### config.mk
export PLATFORM = sky130hd
export DESIGN_NAME = tiny_nn_core_ctrl_flat
export DESIGN_NICKNAME = d
export VERILOG_FILES = /design/src/rtl/tiny_nn_pkg.sv /design/src/rtl/tiny_nn_core_ctrl_if.sv /design/src/rtl/tiny_nn_core_ctrl.sv /design/src/flat_wrapper.sv
export SDC_FILE = /design/constraint.sdc
export NUM_CORES = 1
export LEC_CHECK = 0
export CORE_ASPECT_RATIO = 1.4
export CORE_MARGIN = 8
export CORE_UTILIZATION = 31
export CTS_CLUSTER_SIZE = 14
export DETAILED_ROUTE_END_ITERATION = 10
export GPL_TIMING_DRIVEN = 1
export PLACE_DENSITY = 0.85
export SLEW_MARGIN = 40
export SYNTH_ARGS = -nofsm -noshare
export SYNTH_HDL_FRONTEND = slang
export SYNTH_SLANG_ARGS = --single-unit
### constraint.sdc
create_clock -name clk_i -period 3.8 [get_ports clk_i]
set_clock_uncertainty 0.15 [all_clocks]
set_input_delay 0.57 -clock clk_i [delete_from_list [all_inputs] [get_ports clk_i]]
set_output_delay 0.57 -clock clk_i [all_outputs]
set_load 0.1 [all_outputs]
### src/rtl/tiny_nn_pkg.sv
// Shared types for the tiny_nn MAC array and its command sequencer.
package tiny_nn_pkg;

  // Unsigned Q8.8 fixed point, the word format of the array datapath.
  typedef logic [15:0] fp_t;

  typedef enum logic {
    CMD_LOAD_PARAM = 1'b0,
    CMD_RUN        = 1'b1
  } cmd_op_e;

  typedef enum logic [2:0] {
    IDLE,
    LOAD_PARAM,
    LOAD_VAL,
    MUL_A,
    MUL_B,
    ACC,
    RESP
  } ctrl_state_e;

  localparam int unsigned AccStages = 3;

endpackage

### src/rtl/tiny_nn_core_ctrl_if.sv
// Host-side command, data and result handshakes of tiny_nn_core_ctrl.
interface tiny_nn_core_ctrl_if;
  import tiny_nn_pkg::*;

  logic    cmd_valid;
  logic    cmd_ready;
  cmd_op_e cmd_op;
  logic    data_valid;
  logic    data_ready;
  fp_t     data;
  logic    result_valid;
  logic    result_ready;
  fp_t     result;

  modport master (
    output cmd_valid, cmd_op, data_valid, data, result_ready,
    input  cmd_ready, data_ready, result_valid, result
  );

  modport slave (
    input  cmd_valid, cmd_op, data_valid, data, result_ready,
    output cmd_ready, data_ready, result_valid, result
  );

endinterface

### src/rtl/tiny_nn_core_ctrl.sv
// Sequencer turning LOAD_PARAM / RUN commands plus a shared data stream into
// the strobes of one 4x2 tiny_nn_core, and handing back its dot-product.
module tiny_nn_core_ctrl
  import tiny_nn_pkg::*;
#(
  parameter int unsigned ValArrayWidth  = 4,
  parameter int unsigned ValArrayHeight = 2
) (
  input  logic                                    clk_i,
  input  logic                                    rst_ni,
  tiny_nn_core_ctrl_if.slave                      host,
  output logic                                    busy_o,
  output logic                                    params_loaded_o,
  output fp_t                                     val_o,
  output logic [ValArrayHeight-1:0]               val_shift_o,
  output fp_t                                     param_o,
  output logic [ValArrayWidth*ValArrayHeight-1:0] param_write_o,
  output logic                                    mul_row_sel_o,
  output logic                                    mul_en_o,
  output logic                                    accumulate_en_o,
  input  fp_t                                     accumulate_i
);

  localparam int unsigned NumParams = ValArrayWidth * ValArrayHeight;
  localparam int unsigned BeatW     = $clog2(NumParams);
  localparam int unsigned ColBits   = $clog2(ValArrayWidth);
  localparam int unsigned RowBits   = $clog2(ValArrayHeight);
  localparam logic [BeatW-1:0] LastBeat = BeatW'(NumParams - 1);
  localparam logic [1:0]       AccLast  = 2'(AccStages - 1);

  if (ValArrayWidth != 4) begin : g_width_check
    $error("tiny_nn_core_ctrl supports ValArrayWidth = 4 only");
  end
  if (ValArrayHeight != 2) begin : g_height_check
    $error("tiny_nn_core_ctrl supports ValArrayHeight = 2 only");
  end

  ctrl_state_e        state_q, state_d;
  logic [BeatW-1:0]   beat_q, beat_d;
  logic [1:0]         acc_cnt_q, acc_cnt_d;
  logic               loaded_q, loaded_d;
  logic [RowBits-1:0] beat_row;

  // Beats fill row 0 first, then row 1, ValArrayWidth beats per row.
  assign beat_row = beat_q[ColBits +: RowBits];

  always_ff @(posedge clk_i or negedge rst_ni) begin
    if (!rst_ni) begin
      state_q   <= IDLE;
      beat_q    <= '0;
      acc_cnt_q <= '0;
      loaded_q  <= 1'b0;
    end else begin
      state_q   <= state_d;
      beat_q    <= beat_d;
      acc_cnt_q <= acc_cnt_d;
      loaded_q  <= loaded_d;
    end
  end

  always_comb begin
    state_d           = state_q;
    beat_d            = beat_q;
    acc_cnt_d         = acc_cnt_q;
    loaded_d          = loaded_q;
    host.cmd_ready    = 1'b0;
    host.data_ready   = 1'b0;
    host.result_valid = 1'b0;
    val_shift_o       = '0;
    param_write_o     = '0;
    mul_row_sel_o     = 1'b0;
    mul_en_o          = 1'b0;
    accumulate_en_o   = 1'b0;

    unique case (state_q)
      IDLE: begin
        host.cmd_ready = 1'b1;
        if (host.cmd_valid) begin
          beat_d  = '0;
          state_d = (host.cmd_op == CMD_RUN) ? LOAD_VAL : LOAD_PARAM;
        end
      end
      LOAD_PARAM: begin
        host.data_ready = 1'b1;
        if (host.data_valid) begin
          param_write_o[beat_q] = 1'b1;
          if (beat_q == LastBeat) begin
            loaded_d = 1'b1;
            state_d  = IDLE;
          end else begin
            beat_d = beat_q + 1'b1;
          end
        end
      end
      LOAD_VAL: begin
        host.data_ready = 1'b1;
        if (host.data_valid) begin
          val_shift_o[beat_row] = 1'b1;
          if (beat_q == LastBeat) begin
            state_d = MUL_A;
          end else begin
            beat_d = beat_q + 1'b1;
          end
        end
      end
      MUL_A: begin
        mul_en_o      = 1'b1;
        mul_row_sel_o = 1'b1;
        state_d       = MUL_B;
      end
      MUL_B: begin
        mul_en_o  = 1'b1;
        acc_cnt_d = '0;
        state_d   = ACC;
      end
      ACC: begin
        accumulate_en_o = 1'b1;
        if (acc_cnt_q == AccLast) begin
          acc_cnt_d = '0;
          state_d   = RESP;
        end else begin
          acc_cnt_d = acc_cnt_q + 1'b1;
        end
      end
      RESP: begin
        host.result_valid = 1'b1;
        if (host.result_ready) state_d = IDLE;
      end
      default: state_d = IDLE;
    endcase
  end

  assign busy_o          = (state_q != IDLE);
  assign params_loaded_o = loaded_q;
  assign val_o           = host.data;
  assign param_o         = host.data;
  // Core holds its accumulator while accumulate_en_o is low, so RESP sees a stable value.
  assign host.result     = accumulate_i;

endmodule

### src/flat_wrapper.sv
// flat-port wrapper written by rule: the top's interface ports become plain ports
module tiny_nn_core_ctrl_flat import tiny_nn_pkg::*;
#(
  parameter int unsigned ValArrayWidth  = 4,
  parameter int unsigned ValArrayHeight = 2
)
  (clk_i, rst_ni, busy_o, params_loaded_o, val_o, val_shift_o, param_o, param_write_o, mul_row_sel_o, mul_en_o, accumulate_en_o, accumulate_i, host_cmd_valid, host_cmd_op, host_data_valid, host_data, host_result_ready, host_cmd_ready, host_data_ready, host_result_valid, host_result);
  tiny_nn_core_ctrl_if host_i ();
  input  logic clk_i;
  input  logic rst_ni;
  output logic busy_o;
  output logic params_loaded_o;
  output fp_t val_o;
  output logic [ValArrayHeight-1:0] val_shift_o;
  output fp_t param_o;
  output logic [ValArrayWidth*ValArrayHeight-1:0] param_write_o;
  output logic mul_row_sel_o;
  output logic mul_en_o;
  output logic accumulate_en_o;
  input  fp_t accumulate_i;
  input wire logic [$bits(host_i.cmd_valid)-1:0] host_cmd_valid;
  input wire logic [$bits(host_i.cmd_op)-1:0] host_cmd_op;
  input wire logic [$bits(host_i.data_valid)-1:0] host_data_valid;
  input wire logic [$bits(host_i.data)-1:0] host_data;
  input wire logic [$bits(host_i.result_ready)-1:0] host_result_ready;
  output wire logic [$bits(host_i.cmd_ready)-1:0] host_cmd_ready;
  output wire logic [$bits(host_i.data_ready)-1:0] host_data_ready;
  output wire logic [$bits(host_i.result_valid)-1:0] host_result_valid;
  output wire logic [$bits(host_i.result)-1:0] host_result;
  assign host_i.cmd_valid = host_cmd_valid;
  assign host_i.cmd_op = host_cmd_op;
  assign host_i.data_valid = host_data_valid;
  assign host_i.data = host_data;
  assign host_i.result_ready = host_result_ready;
  assign host_cmd_ready = host_i.cmd_ready;
  assign host_data_ready = host_i.data_ready;
  assign host_result_valid = host_i.result_valid;
  assign host_result = host_i.result;
  tiny_nn_core_ctrl #(.ValArrayWidth(ValArrayWidth), .ValArrayHeight(ValArrayHeight)) u_core (.clk_i(clk_i), .rst_ni(rst_ni), .host(host_i), .busy_o(busy_o), .params_loaded_o(params_loaded_o), .val_o(val_o), .val_shift_o(val_shift_o), .param_o(param_o), .param_write_o(param_write_o), .mul_row_sel_o(mul_row_sel_o), .mul_en_o(mul_en_o), .accumulate_en_o(accumulate_en_o), .accumulate_i(accumulate_i));
endmodule
# Yosys cells after proc, flatten, opt, wreduce, memory -nomap -nowiden
# Cells that the tools add are included.
[word_totals]
reg_bits = 9
word_cells = 67
[classes]
addsub = 2
magnitude_cmp = 4
eq_ne = 17
mux = 29
reduce_logical = 11
[ops]
columns = ["op", "n"]
rows = [
  ["3-bit 2-to-1 mux", 10],
  ["3-bit case mux with 7 select lines", 1],
  ["8-bit 2-to-1 mux", 2],
  ["3-bit equality test, second input constant", 4],
  ["2-bit inequality test, second input constant", 5],
  ["1-bit 2-to-1 mux", 8],
  ["2-bit 2-to-1 mux", 4],
  ["2-bit by 1-bit inequality test with 1-bit output, second input constant", 4],
  ["7-bit AND reduction", 1],
  ["3-bit by 2-bit equality test with 1-bit output, second input constant", 2],
  ["3-bit case mux with 2 select lines", 1],
  ["3-bit by 4-bit < comparator with 1-bit output, second input constant", 1],
  ["2-bit case mux with 2 select lines", 1],
  ["4-bit AND reduction", 1],
  ["2-bit nonzero test", 2],
  ["2-bit OR reduction", 2],
  ["3-bit by 1-bit adder with 3-bit output, second input constant", 1],
  ["1-bit demux with 3-bit select", 1],
  ["3-bit by 1-bit equality test with 1-bit output, second input constant", 1],
  ["3-bit by 1-bit greater-or-equal comparator with 1-bit output, second input constant", 1],
  ["3-bit logical NOT", 1],
  ["3-bit AND reduction", 1],
  ["3-bit nonzero test", 1],
  ["2-bit by 1-bit adder with 2-bit output, second input constant", 1],
  ["5 further kinds", 6],
]

# Logic depth before layout (Yosys ltp)
# Gate-level depths: netlist of the first run.
[depth]
ltp_word = 6
mapped_depth = 6
depth_no_buf = 6

# Worst setup path before layout of the first run
# OpenSTA, ideal clock, no wires.
[synth_timing]
path_type = "in2out"
start = "input port host_data_valid"
end = "output port param_write_o[0]"
arrival_time_ns = 2.886
required_ns = 3.080
slack_ns = 0.194
cell_stages = 3
n_path_buf = 0
path_cell_list = "and3b_1 -> nand2b_1 -> nor3_1"
[synth_between]
elab_chain_cells = 2
[synth_rtl]
columns = ["item", "line_no", "text"]
rows = [
  ["start, declared", "flat_wrapper.sv:23", "input wire logic [$bits(host_i.data_valid)-1:0] host_data_valid;"],
  ["8-bit 2-to-1 mux", "tiny_nn_core_ctrl.sv:85", "if (host.data_valid) begin"],
  ["8-bit 2-to-1 mux", "tiny_nn_core_ctrl.sv:75", "unique case (state_q)"],
  ["end, declared", "flat_wrapper.sv:16", "output logic [ValArrayWidth*ValArrayHeight-1:0] param_write_o;"],
]
# No other way between the ends.

# Final worst setup path of the first run
[layout_timing]
start = "input port host_data_valid"
end = "output port param_write_o[1]"
# The elaborated chain is that of the path after synthesis.

==> flow_summary_export.csv, run 1 <==
group,metric,value,unit
power_and_ir_drop,p_int,0.412,mW
die,core_area,3120,um^2
yosys,synth-adder-area-share,2.46,%
clock_network,cts_sinks,9,
die,die_y,83.8,um
timing,max_clock_freq,375,MHz
cells_and_area,nets,146,
clock_network,cts_buffer_depth,2,
power_and_ir_drop,p_clk_share,10.1,%
clock_network,cts_resized,0,
grt,grt_max_degree,18,
power_and_ir_drop,p_comb_share,68.1,%
drt,ant_nets,0,
timing,fin_tns_setup,0,ps
place,dp_hpwl,1.55,mm
yosys,synth.avg_cell_area,7.89,um^2
yosys,synth_area,1020,um^2
run,max_cap_violations,0,
timing,fin_crit_sh,70.1,%
power_and_ir_drop,cellLeakagePower,0.443,nW
cells_and_area,drive_gt1_share,24.8,%
worst_setup_path,critPathMaxFanout,5,
yosys,synthCells,129,
grt,grt_pass1_vias,688,
drt,route.met3.wl,306,um
timing,setup_viol,0,
die,die_w,64.4,um
yosys,synth_area_leaders,"buf_4 (37%), dfrtp_1 (22%), nand2_1 (4.8%), nor2_1 (3.7%), mux2i_1 (3.0%)",
timing,rsz0062_at_grt,"no",
run_status,status,"finished clean",
grt,grtUsageTotal,7.33,%
drt,vias_per_cell,4.62,
clock_network,cts_buffers,3,
worst_setup_path,crit_arrival,1940,ps
grt,grt_overflow_total,0,
drt,met1Wirelength,707,um
timing,worstMarginPinSlew,486,ps
yosys,synth_top_area_share,36.9,%
clock_network,clock_latency,230,ps
yosys,synth_edf_count,0,
clock_network,clkSlewWorstSetupHoldPaths,50,ps
drt,drc_errors,0,
yosys,synth-xor-area-share,0.861,%
drt,wl_per_cell,13.9,um
yosys,yosysUniqueCellTypes,31,
timing,finalMaxSlewViolations,0,
cells_and_area,final_util,29.3,%
cells_and_area,antenna_cells,0,
timing,hold_viol,0,
die,io_pins,104,
worst_setup_path,critical_path_class,"input port to primary output",
drt,postRouteWirelength,2.00,mm
yosys,synth-simple-area-share,21.8,%
cells_and_area,fill_cells,356,
clock_network,cts_setup_buffers,0,
yosys,postSynthNetCount,169,
place,port_buffers,23,
die,initial_utilization,32.6,%
worst_setup_path,end_kind,"primary output",
power_and_ir_drop,pwr_density_cell,1190,nW/um^2
hold_path,hold_class,"register to register",
yosys,yosys-mux-area-fraction,2.95,%
drt,wl_met2,818,um
yosys,synth_compound_area_share,10.3,%
place,gp_congestion,0.771,
yosys,synth_seq_area_share,22.1,%
worst_setup_path,required,3080,ps
yosys,ys.flop_type,"dfrtp_1",
drt,routed.top_layer,"met4",
clock_network,root_buffer,"clkbuf_8",
yosys,synth_common_cells,"buf_4 (50), nand2_1 (13), nor2_1 (10), dfrtp_1 (9), inv_1 (6)",
worst_setup_path,start_kind,"input port",
grt,antenna_found_initial,0,
yosys,yosys.cell_count.top_type,"buf_4",
grt,grt_pass1_wl,3.17,mm
power_and_ir_drop,pwr-share-seq,21.8,%
timing,slew_headroom,67.8,%
timing,layout_min_cycle_time,2660,ps
die,design.die.area,5400,um^2
drt,drtIter0Drc,28,
power_and_ir_drop,vdd.ir_drop.worst,0.544,mV
clock_network,cts_hold_buf,0,
cells_and_area,area_growth,-10.1,%
die,row_count,24,
yosys,ys_ff_latch,9,
power_and_ir_drop,swShare,62.1,%
yosys,synth_top_family_by_area,"buffers and inverters",
yosys,yosysWarnings,0,
yosys,yosys.area.top_type,"buf_4",
clock_network,cts-htree-levels,1,
clock_network,cts_tree,"yes",
drt,via_count,665,
yosys,ys_async_sr_fraction,100,%
drt,drtPass1Iterations,4,
power_and_ir_drop,p_switching,0.674,mW
-- per-stage QoR --
stage               area [um^2]  worst slack [ps]  hold slack (ps)  total power [mW]  instances
global route                915              1070              344              1.16        144
finish                      915              1140              310              1.09        144
CTS                         915              1150              319              1.10        144
detailed placement          870              1150              308             0.982        140
global placement            875              1220              322             0.977        140
floorplan                  1020               194              124              1.09        129
-- per-layer routing --
metal,track usage (%),vias up
met5,0,-
met4,9.56,0
met3,4.17,28
met2,9.98,25
met1,6.56,285
li1,-,327
-- state kept, by name, summed over array words and instances (netlist names) --
| name | flops |
|---|---|
| u_core.acc_cnt_q | 2 |
| u_core.beat_q | 3 |
| u_core.params_loaded_o | 1 |
| u_core.state_q | 3 |
-- logic make-up (layout without fill, tap and decap cells) --
kind of cell | count (synthesis) | after routing
xor gates and xnor gates | 1 | 1
AOI/OAI and AO/OA | 15 | 15
buffers and inverters | 57 | 33
muxes | 3 | 3
and+or+nand+nor | 42 | 42
DFF | 9 | 9
adders and majority gates | 2 | 2
-- worst paths after layout --
kind / end / start / cells past startpoint / slack, ps
max in group asynchronous: u_core.state_q[2] / rst_ni / 1 / 2700
min in group asynchronous: u_core.beat_q[0] / rst_ni / 1 / 500
hold / removal: u_core.params_loaded_o / u_core.params_loaded_o / 1 / 310
setup reg to reg: u_core.beat_q[2] / u_core.beat_q[1] / 6 / 1960
hold reg to reg: u_core.params_loaded_o / u_core.params_loaded_o / 1 / 310
setup / recovery: param_write_o[1] / host_data_valid / 5 / 1140
-- worst max-delay path, cell delays in order --
cell and delay (ps):
clkdlybuf4s50_1 520, and3b_1 220, nand2_1 130, nor3_1 180, buf_4 320
-- cell type report --
type                       count  area, um^2  area share, %
timing repair buffer          23         183           20.0
clock buffer                   4        45.0           4.92
sequential                     9         225           24.6
tap                           39        48.8           5.34
inverter                       6        22.5           2.46
multi-input combinational     63         390           42.7
-- cells in the final DEF, fill, tap and decap left out, types with 3 or more instances in the layout --
master and count:
o21ai_0 4, nand2_1 13, nor2_1 10, inv_1 6, buf_4 17, nor3_1 3, dfrtp_1 9, mux2i_1 3
clkbuf_8 3, clkdlybuf4s50_1 5
-- power groups by stage --
stage	clock network [mW]	logic [mW]	registers [mW]
2_1_floorplan	0	0.865	0.222
3_3_place_gp	0	0.741	0.236
3_5_place_dp	0	0.745	0.237
4_1_cts	0.114	0.749	0.237
5_1_grt	0.123	0.790	0.250
6_report	0.110	0.740	0.237
Power figures use the tool's default switching activity.
==> run 2, diff against run 1 <==
- CORE_UTILIZATION: 31 -> 29
- PLACE_DENSITY: 0.85 -> 0.81
- clock period: 3.8 -> 2.8 ns (I/O delays scaled with it)
==> run 2 against run 1 <==
- register-to-register slack got worse by 990 ps
- first-iteration DRC count is 11% lower
- worst hold slack improved by 32 ps
- routed wire length decreased by 7.2%
- critical endpoint is now param_write_o[5]
==> flow_summary_export.csv, run 2 (synthesis gave the netlist of run 1 again) <==
group,metric,value,unit
worst_setup_path,worstPathCellList,"nor2b_1 -> and3b_1 -> nand2_1 -> nor2_1 -> buf_12",
hold_path,hold_class,"input port to async pin",
timing,hold_viol,0,
clock_network,clkSlewWorstSetupHoldPaths,40,ps
clock_network,cts_hold_buf,0,
power_and_ir_drop,power,1.51,mW
timing,slew_headroom,69.2,%
clock_network,clock_latency,230,ps
cells_and_area,stdcell_area,1050,um^2
timing,hold_slack,342,ps
place,placed_area,1010,um^2
place,gp_congestion,0.766,
die,design.die.area,5690,um^2
die,die_y,86.1,um
worst_setup_path,reg2reg_slack,970,ps
clock_network,cts_resized,0,
timing,finalMaxSlewViolations,0,
die,initial_utilization,30.1,%
drt,postRouteWirelength,1.85,mm
place,pre_cts_slack,501,ps
clock_network,cts_buffer_depth,2,
run_status,status,"finished clean",
grt,grt_pass1_vias,657,
clock_network,cts_tree,"yes",
worst_setup_path,start_kind,"register",
power_and_ir_drop,cellLeakagePower,0.479,nW
cells_and_area,final_util,31.2,%
cells_and_area,nets,146,
place,dp.cells,141,
run,max_cap_violations,0,
cells_and_area,antenna_cells,0,
worst_setup_path,end_kind,"primary output",
cells_and_area,area_growth,3.57,%
grt,grt_pass1_wl,2.83,mm
die,die_w,66.1,um
drt,ant_nets,0,
place,port_buffers,23,
clock_network,cts-htree-levels,1,
die,io_pins,104,
timing,rsz0062_at_grt,"no",
clock_network,root_buffer,"clkbuf_8",
timing,setup_viol,0,
timing,finalWorstSetupSlack,426,ps
grt,grt_overflow_total,0,
worst_setup_path,required,2230,ps
drt,drc_errors,0,
worst_setup_path,critical_path_class,"register to primary output",
power_and_ir_drop,vdd.ir_drop.worst,0.951,mV
timing,fin_tns_setup,0,ps
drt,wl_per_cell,12.8,um
grt,grtUsageTotal,6.38,%
worst_setup_path,crit_arrival,1800,ps
die,row_count,25,
cells_and_area,biggestRegsByFlops,"u_core.beat_q x3, u_core.state_q x3, u_core.acc_cnt_q x2",
worst_setup_path,slowest_stage,"dfrtp_1",
cells_and_area,fin_cells,145,
worst_setup_path,slowest_delay,580,ps
drt,drtIter0Drc,25,
cells_and_area,final_common_cell,"nand2_1",
timing,layout_min_cycle_time,2370,ps
power_and_ir_drop,pwr_density_cell,1430,nW/um^2
drt,vias_per_cell,4.54,
place,dp_hpwl,1.49,mm
worst_setup_path,critPathMaxFanout,15,
clock_network,cts_buffers,3,
timing,fin_crit_sh,84.8,%
cells_and_area,mostFrequentLayoutCells,"nand2_1 (13), nor2_1 (10), buf_12 (10), dfrtp_1 (9), buf_4 (8)",
die,core_area,3380,um^2
drt,drtPass1Iterations,2,
timing,max_clock_freq,421,MHz
grt,antenna_found_initial,0,
drt,via_count,658,
timing,worstMarginPinSlew,461,ps
grt,grt_max_degree,18,
cells_and_area,drive_gt1_share,26.7,%
clock_network,cts_setup_buffers,0,
clock_network,cts_sinks,9,
[run 2: path summary, 6_finish.rpt]
check / from / end / depth (start not counted)
max: u_core.state_q[0] / param_write_o[5] / 5
min: rst_ni / u_core.beat_q[1] / 1
max reg2reg: u_core.beat_q[1] / u_core.beat_q[2] / 6
min reg2reg: u_core.params_loaded_o / u_core.params_loaded_o / 1
max in group asynchronous: rst_ni / u_core.state_q[0] / 1
min in group clk_i: u_core.params_loaded_o / u_core.params_loaded_o / 1
[run 2: area by class of cell]
type | count | area, um^2
Fill cell | 367 | 2320
Multi-Input combinational cell | 63 | 400
Timing Repair Buffer | 23 | 310
Sequential cell | 9 | 225
Tap cell | 40 | 50.0
Clock buffer | 4 | 45.0
Inverter | 6 | 22.5
[run 2: metal layers]
layer,wire [um],vias to the layer above,global-route usage (%)
li1,-,327,-
met1,689,284,5.51
met2,763,28,9.61
met3,287,19,4.04
met4,111,0,6.24
met5,0,-,0
[run 2: report_power, final]
group          leakage [nW]  internal [mW]  switching [mW]
registers             0.115          0.194           0.129
logic                 0.341          0.301           0.738
clock network        0.0228         0.0991          0.0500
[run 2: critical path, delay by kind of cell, from the launching register on]
family | cells | cell delay (ps)
buffers and inverters | 1 | 210
flip-flops | 1 | 580
AND/OR/NAND/NOR | 4 | 790
==> run 3, diff against run 2 <==
- CORE_UTILIZATION: 29 -> 26
- PLACE_DENSITY: 0.81 -> 0.76
- clock period: 2.8 -> 2 ns (I/O delays scaled with it)
==> run 3 against run 2 <==
- combinational power increased by 90%
- highest routed layer unchanged
- non-clock buffer count grew 6
- critical path depth fell by 1
- register-to-register slack worse by 810 ps
- largest power group unchanged
- worst hold slack lost 120 ps
- setup slack got worse by 370 ps
- critical path type unchanged
==> flow_summary_export.csv, run 3 (synthesis gave the netlist of run 1 again) <==
group,metric,value,unit
run_status,status,"finished clean",
timing,fin_crit_sh,97.3,%
clock_network,cts_hold_buf,0,
drt,postRouteWirelength,2.09,mm
power_and_ir_drop,p_comb_share,77.1,%
worst_setup_path,crit_family,"simple AND/OR/NAND/NOR gates",
cells_and_area,antenna_cells,0,
worst_setup_path,reg2reg_slack,160,ps
worst_setup_path,slowest_delay,380,ps
clock_network,cts_buffer_depth,2,
timing,worstMarginPinSlew,436,ps
worst_setup_path,ff2ff_path_depth,6,
grt,grt_max_degree,15,
grt,grt_pass1_vias,736,
clock_network,cts_tree,"yes",
grt,grt_overflow_total,0,
place,port_buffers,23,
place,gp_congestion,0.774,
drt,drtIter0Drc,20,
worst_setup_path,required,1550,ps
timing,setup_viol,0,
worst_setup_path,worstPathCellList,"buf_6 -> and2b_4 -> and4b_1 -> buf_12",
worst_setup_path,slowest_stage,"dfrtp_1",
timing,max_clock_freq,514,MHz
cells_and_area,mostFrequentLayoutCells,"buf_12 (18), nand2_1 (12), dfrtp_1 (9), nor2_2 (7)",
drt,drtPass1Iterations,4,
power_and_ir_drop,p_switching,1.42,mW
power_and_ir_drop,power,2.57,mW
drt,drc_errors,0,
cells_and_area,area_growth,25.2,%
power_and_ir_drop,p_int,1.15,mW
clock_network,cts_setup_buffers,0,
die,core_area,3850,um^2
cells_and_area,nets,152,
die,die_w,68.9,um
place,dp_hpwl,1.71,mm
grt,grt_pass1_wl,3.39,mm
die,design.die.area,6200,um^2
cells_and_area,stdcell_area,1270,um^2
worst_setup_path,crit_buf_inv,2,
clock_network,clkSlewWorstSetupHoldPaths,50,ps
place,placed_area,1220,um^2
timing,rsz0062_at_grt,"yes",
hold_path,hold_class,"input port to async pin",
grt,antenna_found_initial,0,
clock_network,cts_sinks,9,
die,io_pins,104,
drt,ant_nets,0,
worst_setup_path,critical_path_class,"register to primary output",
power_and_ir_drop,pwr_density_cell,2020,nW/um^2
power_and_ir_drop,swShare,55.3,%
timing,hold_slack,227,ps
cells_and_area,biggestRegsByFlops,"u_core.beat_q x3, u_core.state_q x3, u_core.acc_cnt_q x2",
power_and_ir_drop,p_clk_share,8.3,%
drt,vias_per_cell,4.60,
power_and_ir_drop,pwr-share-seq,14.6,%
clock_network,cts-htree-levels,1,
worst_setup_path,crit_arrival,1500,ps
timing,hold_viol,0,
drt,wl_per_cell,13.6,um
timing,slew_headroom,70.9,%
worst_setup_path,r2r_start,"u_core.beat_q[0]",
drt,via_count,708,
worst_setup_path,end_kind,"primary output",
worst_setup_path,start_kind,"register",
die,row_count,27,
power_and_ir_drop,vdd.ir_drop.worst,1.12,mV
clock_network,cts_buffers,3,
clock_network,clock_latency,230,ps
run,max_cap_violations,0,
worst_setup_path,critPathMaxFanout,14,
clock_network,root_buffer,"clkbuf_8",
die,die_y,90.0,um
cells_and_area,final_common_cell,"buf_12",
cells_and_area,fin_cells,154,
die,initial_utilization,26.4,%
timing,fin_tns_setup,0,ps
timing,layout_min_cycle_time,1950,ps
place,dp.cells,150,
power_and_ir_drop,cellLeakagePower,0.542,nW
worst_setup_path,timing.rr.end,"u_core.beat_q[1]",
timing,finalMaxSlewViolations,0,
grt,grtUsageTotal,7.11,%
cells_and_area,drive_gt1_share,44.1,%
## run 3: changes by cell type in the layout (fill, tap and decap cells not counted), sizes merged
cell,delta
inv,-1
buf,+6
clkinvlp,+1
## run 3: layout make-up
cell class	count	area, um^2
inverters	6	26.3
fillers	405	2580
repair buffers	29	459
clock buffers	4	45.0
well taps	43	53.8
flip-flops and latches	9	225
multi-input cells	63	464
## run 3: per-stage QoR
step                setup slack (ps)  util, %
detailed placement             -7.78     31.6
CTS                             22.8     32.8
global route                   -7.87     33.1
finish                          54.4     33.1
floorplan                       -133        -
global placement                36.2     31.6
## run 3: worst max path at each step
stage | from | to | slack, ps | cells past startpoint
after floorplan | u_core.state_q[0] | param_write_o[2] | -130 | 4
after global placement | host_data_valid | param_write_o[0] | 40 | 5
after detailed placement | host_data_valid | param_write_o[1] | -8 | 5
after CTS | u_core.state_q[0] | val_shift_o[0] | 20 | 4
after global routing | u_core.state_q[1] | mul_en_o | -8 | 5
final | u_core.state_q[0] | val_shift_o[0] | 50 | 4
## run 3: power by group through the flow
stage / clock (mW) / sequential (mW) / combinational, mW
after floorplan: 0 / 0.448 / 1.74
after detailed placement: 0 / 0.370 / 1.99
after CTS: 0.222 / 0.367 / 1.99
after global placement: 0 / 0.367 / 1.96
final: 0.214 / 0.375 / 1.98
after global routing: 0.235 / 0.386 / 2.12
## run 3: timing repair
action | CTS | global route
pin swaps | 2 | 3
setup endpoints to repair | 2 | 9
gates resized for setup | 0 | 3
## run 3: routing by layer
layer  track usage (%)  wire (um)  vias to the layer above
met5                 0          0                        -
met4              8.57        171                        0
met3              2.24        272                       25
met2              9.87        885                       25
met1              7.28        757                      321
li1                  -          -                      337
